## config.mk

```make
export PLATFORM = sky130hd
export DESIGN_NAME = alu_rr_arbiter
export DESIGN_NICKNAME = d
export VERILOG_FILES = /design/src/rtl/alu_rr_arbiter.sv
export SDC_FILE = /design/constraint.sdc
export NUM_CORES = 1
export LEC_CHECK = 0
export CORE_MARGIN = 2
export CORE_UTILIZATION = 41
export CTS_BUF_LIST = sky130_fd_sc_hd__clkbuf_4 sky130_fd_sc_hd__clkbuf_8 sky130_fd_sc_hd__clkbuf_16
export CTS_CLUSTER_SIZE = 14
export DETAILED_ROUTE_END_ITERATION = 12
export HOLD_SLACK_MARGIN = 0.05
export PLACE_DENSITY = 0.87
export SLEW_MARGIN = 25
export SYNTH_ARGS = -nofsm -noshare
export SYNTH_HDL_FRONTEND = slang
export SYNTH_SLANG_ARGS = --single-unit
```

## constraint.sdc

```tcl
create_clock -name clk -period 8.47 [get_ports clk]
set_input_delay 0.847 -clock clk [delete_from_list [all_inputs] [get_ports clk]]
set_output_delay 0.847 -clock clk [all_outputs]
set_load 0.005 [all_outputs]
```

## src/rtl/alu_rr_arbiter.sv

```systemverilog
// alu_rr_arbiter: round-robin arbiter/sequencer sharing one combinational
// alu_8bit core between up to eight requesters. One operation is in flight
// at a time: IDLE (grant) -> EXEC (ALU driven from latched operands) ->
// RESP (result held until rsp_ready).
// Optional build macro: ALU_ARB_PRIO_EN gives requester 0 strict priority
// without moving the round-robin pointer. Undefined = pure round-robin.
module alu_rr_arbiter #(
  parameter int NREQ = 4
) (
  input  logic                clk,
  input  logic                rst,
  input  logic [NREQ-1:0]     req_valid,
  output logic [NREQ-1:0]     req_ready,
  input  logic [8*NREQ-1:0]   req_a,
  input  logic [8*NREQ-1:0]   req_b,
  input  logic [3*NREQ-1:0]   req_op,
  output logic [7:0]          alu_a,
  output logic [7:0]          alu_b,
  output logic [2:0]          alu_op,
  input  logic [7:0]          alu_result,
  output logic                rsp_valid,
  input  logic                rsp_ready,
  output logic [2:0]          rsp_id,
  output logic [7:0]          rsp_result
);

  localparam logic [1:0] ST_IDLE = 2'd0;
  localparam logic [1:0] ST_EXEC = 2'd1;
  localparam logic [1:0] ST_RESP = 2'd2;

  logic [1:0]          state_r;
  logic [2:0]          ptr_r;
  logic [7:0]          a_r;
  logic [7:0]          b_r;
  logic [2:0]          op_r;
  logic [2:0]          id_r;
  logic [7:0]          res_r;

  logic [2*NREQ-1:0]   rot_s;
  logic                found_s;
  logic [2:0]          off_s;
  logic [3:0]          sum_s;
  logic [2:0]          win_s;
  logic                prio_hit_s;
  logic [2:0]          ptr_nxt_s;
  logic [7:0]          sel_a_s;
  logic [7:0]          sel_b_s;
  logic [2:0]          sel_op_s;

  // Find the first valid requester at or above ptr (wrapping), or requester 0 under priority
  always_comb begin
    found_s = 1'b0;
    off_s   = 3'd0;
    sum_s   = 4'd0;
    win_s   = 3'd0;
`ifdef ALU_ARB_PRIO_EN
    prio_hit_s = req_valid[0];
`else
    prio_hit_s = 1'b0;
`endif
    // Doubling the vector turns the wrapping scan into a straight scan from bit 0
    rot_s = {req_valid, req_valid} >> ptr_r;
    for (int k = 0; k < NREQ; k++) begin
      if (!found_s && rot_s[k]) begin
        found_s = 1'b1;
        off_s   = 3'(k);
      end else begin
        found_s = found_s;
        off_s   = off_s;
      end
    end
    sum_s = {1'b0, ptr_r} + {1'b0, off_s};
    if (prio_hit_s) begin
      win_s = 3'd0;
    end else if (sum_s >= 4'(NREQ)) begin
      win_s = 3'(sum_s - 4'(NREQ));
    end else begin
      win_s = sum_s[2:0];
    end
  end

  // Pointer value after a round-robin grant: one past the winner, modulo NREQ
  always_comb begin
    if (win_s == 3'(NREQ - 1)) begin
      ptr_nxt_s = 3'd0;
    end else begin
      ptr_nxt_s = win_s + 3'd1;
    end
  end

  // Steer the winner's operands and opcode onto the latch inputs (AND-OR mux)
  always_comb begin
    sel_a_s  = 8'd0;
    sel_b_s  = 8'd0;
    sel_op_s = 3'd0;
    for (int i = 0; i < NREQ; i++) begin
      sel_a_s  = sel_a_s  | (req_a[8*i +: 8]  & {8{win_s == 3'(i)}});
      sel_b_s  = sel_b_s  | (req_b[8*i +: 8]  & {8{win_s == 3'(i)}});
      sel_op_s = sel_op_s | (req_op[3*i +: 3] & {3{win_s == 3'(i)}});
    end
  end

  // One-hot grant, only offered while idle
  always_comb begin
    req_ready = '0;
    for (int i = 0; i < NREQ; i++) begin
      req_ready[i] = (state_r == ST_IDLE) && (found_s || prio_hit_s) && (win_s == 3'(i));
    end
  end

  // Sequencer: latch on grant, capture ALU result in EXEC, hold response until taken
  always_ff @(posedge clk) begin
    if (rst) begin
      state_r <= ST_IDLE;
      ptr_r   <= 3'd0;
      a_r     <= 8'd0;
      b_r     <= 8'd0;
      op_r    <= 3'd0;
      id_r    <= 3'd0;
      res_r   <= 8'd0;
    end else begin
      case (state_r)
        ST_IDLE: begin
          if (found_s || prio_hit_s) begin
            a_r     <= sel_a_s;
            b_r     <= sel_b_s;
            op_r    <= sel_op_s;
            id_r    <= win_s;
            // A priority win of requester 0 leaves the rotation untouched
            ptr_r   <= prio_hit_s ? ptr_r : ptr_nxt_s;
            state_r <= ST_EXEC;
          end
        end
        ST_EXEC: begin
          res_r   <= alu_result;
          state_r <= ST_RESP;
        end
        ST_RESP: begin
          if (rsp_ready) begin
            state_r <= ST_IDLE;
          end
        end
        default: begin
          state_r <= ST_IDLE;
        end
      endcase
    end
  end

  assign alu_a      = a_r;
  assign alu_b      = b_r;
  assign alu_op     = op_r;
  assign rsp_valid  = (state_r == ST_RESP);
  assign rsp_id     = id_r;
  assign rsp_result = res_r;

endmodule

```

==> qor.txt <==
Reg-to-Reg End: alu_b[1]$_SDFFE_PP0P_
CP Launch Type: input port
via/cell ratio: 5.25
endpoints failing setup: 0
Mapped Area: 2110 sq um
DP HPWL: 4.78 mm
Pins Over Slew Limit: 0
origin of the worst min-delay path: rsp_result[7]$_SDFFE_PP0N_
post-CTS setup buffers: 0
number of buffers created by CTS: 5
Initial DRC Count: 91
Synth Warn #: 0
Clock Tree Buf Depth: 2
die footprint: 5750 sq um
# resized after CTS: 0
row cnt: 26
CP Data Arrival Time: 4.35 ns
final core occ: 0.683
clock sinks: 35
Final Wtd Congestion: 0.865
post-synth net total: 358
Slew @ Worst Pin: 0.814 ns
first-pass GRT wire length: 10.3 mm
area added between synthesis and finish: 62.8%
final setup TNS: 0 ns
Core ar.: 5040 sq um
die width: 75.8 um
final-layout fill cell count: 396
Synth cell types: 31
Max-Cap Viols: 0
largest net degree at the start of global routing: 33
Seq/Total Area, Yosys: 0.331
Relative slew margins: 0.457
crit-path max cell delay: 0.72 ns
total grt overflow: 0
layout cells sized above 1: 0.0456
PD cells: 302 nW/um^2
initial core utilization: 0.419
fmax: 0.192 GHz
Post-Syn Instances: 260
worst-path cell chain: clkdlybuf4s50_1 -> and3b_1 -> a21oi_2 -> a211oi_1 -> a221oi_1 -> nor2_1 -> ha_1 -> fa_1 -> ha_1 -> and3_1 -> clkdlybuf4s50_1
H-tree depth: 2
DRC: 0
Worst path slowest cell: ha_1
Total GRT Usage: 0.233
clock latency on the worst-skew pair: 0.29 ns
hold-critical path depth: 2
crit-path max FO: 22
RR Startpoint: ptr_r[0]$_SDFFE_PP0P_
Setup CP Type: input port to output pin
WL final: 6.46 mm
CP Data Required Time: 7.62 ns
placed cell area: 3360 sq um
Syn Area/Cell: 8.13 sq um
Leakage: 1.31 nW
Ant. Diodes: 0
Worst Hold Class: register to register
status: finished, final reports clean
IO Count: 126
design area: 3440 sq um
Top FF cell, synth: dfxtp_1
vias in the first global route: 2215
Worst-path clk slew: 0.07 ns
minimum clock period: 5.20 ns
total power: 1.04 mW
root buf cell: clkbuf_8
buffers added on ports: 125
flops & latches, synth: 35
Setup Skew: 0.00539 ns
Critical Path End Type: output pin
Worst Reg-to-Reg Cells: 13
final hold vios: 0
DRT antenna net count: 0
VDD IR-drop max: 0.156 mV
drt wl/cell: 14.6 um
Post-layout nets: 470
flop-to-flop setup slack: 4.95 ns
Post-synth EDFFs: 0
final period utilization: 0.613
WHS Endpoint: rsp_result[7]$_SDFFE_PP0N_
CTS tree: built
DR pass1 iterations: 4
hold_buf cts: 0
post-synthesis async set-or-reset flop share: 0
Vias: 2324
Die Y-Extent: 75.8 um
antenna violations before repair: 0
RSZ-0062 raised after global routing: no
## placed cells by master (no fill, tap or decap), types with 4 or more instances in the layout
cell type        Yosys  routed
a21oi_1             32      32
a22oi_1             38      38
nand2_1             63      63
nor2b_1              6       6
clkdlybuf4s50_1      0     125
dfxtp_1             35      35
clkbuf_8             0       5
mux2i_1             24      24
and3_1               4       4
ha_1                 6       6
inv_1                5       5
## through the flow
step | setup WS, ns | hold WS [ns] | instances
floorplan | 4.70 | 0.451 | 260
global placement | 3.38 | 0.442 | 435
detailed placement | 3.26 | 0.446 | 435
CTS | 3.26 | 0.456 | 443
global route | 3.00 | 0.477 | 443
finish | 3.27 | 0.453 | 443
## power by group
part | leakage [nW] | internal (mW) | switching [mW]
clock network | 0.0477 | 0.0562 | 0.0601
logic | 0.977 | 0.340 | 0.312
registers | 0.288 | 0.229 | 0.0445
## critical path: cells and delay by family
family                     cells  cell delay [ns]
and+or+nand+nor                3             0.56
adders and majority gates      3             1.51
buffers and inverters          2             0.93
AOI/OAI and AO/OA              3             0.50
## metal layers
layer | track usage | up-vias | share of wire
li1 | - | 1147 | -
met1 | 0.306 | 1062 | 0.42
met2 | 0.375 | 107 | 0.49
met3 | 0.0675 | 8 | 0.078
met4 | 0.0643 | 0 | 0.014
met5 | 0 | - | 0
## worst max-delay path by stage
stage,start,end,slack (ns),cells past startpoint
final,req_valid[0],req_ready[3],3.27,11
after global routing,req_valid[0],req_ready[1],3.00,12
after CTS,req_valid[0],req_ready[1],3.26,12
after detailed placement,req_valid[0],req_ready[1],3.26,12
after global placement,req_valid[0],req_ready[3],3.38,11
after floorplan,req_valid[0],req_ready[3],4.70,10
## final cells by class
type	instances	area, sq um	area share
clock inverter	3	15.0	0.00436
sequential	35	701	0.203
tap	70	87.6	0.0254
inverter	6	22.5	0.00654
timing repair buffer	126	1260	0.366
clock buffer	5	68.8	0.0200
multi-input combinational	198	1290	0.375
## synth_stat cells (all sizes together), types with 2 or more instances
cell,n,area [sq um]
nor2b,6,37.5
clkbuf,18,67.6
dfxtp,35,701
a22oi,38,285
a211o,2,26.3
nor3,2,10.0
nor2,4,17.5
ha,6,75.1
buf,3,33.8
a21oi,33,169
inv,6,22.5
o21ai,2,10.0
mux2i,24,240
nand2b,2,12.5
and3,4,25.0
nand2,63,236
a211oi,3,35.0
## cell families after synthesis
| group | after synthesis | share of synthesized area |
|---|---|---|
| muxes | 25 | 0.124 |
| and+or+nand+nor | 85 | 0.175 |
| DFF | 35 | 0.331 |
| adders and majority gates | 7 | 0.0450 |
| AOI/OAI and AO/OA | 81 | 0.266 |
| buffers and inverters | 27 | 0.0586 |
## flip-flops by register name, indices dropped and copies added (netlist names)
name / flops
alu_a: 8
alu_b: 8
alu_op: 3
ptr_r: 3
rsp_id: 3
rsp_result: 8
state_r: 2
No activity file was read; power rests on OpenSTA's default activity.
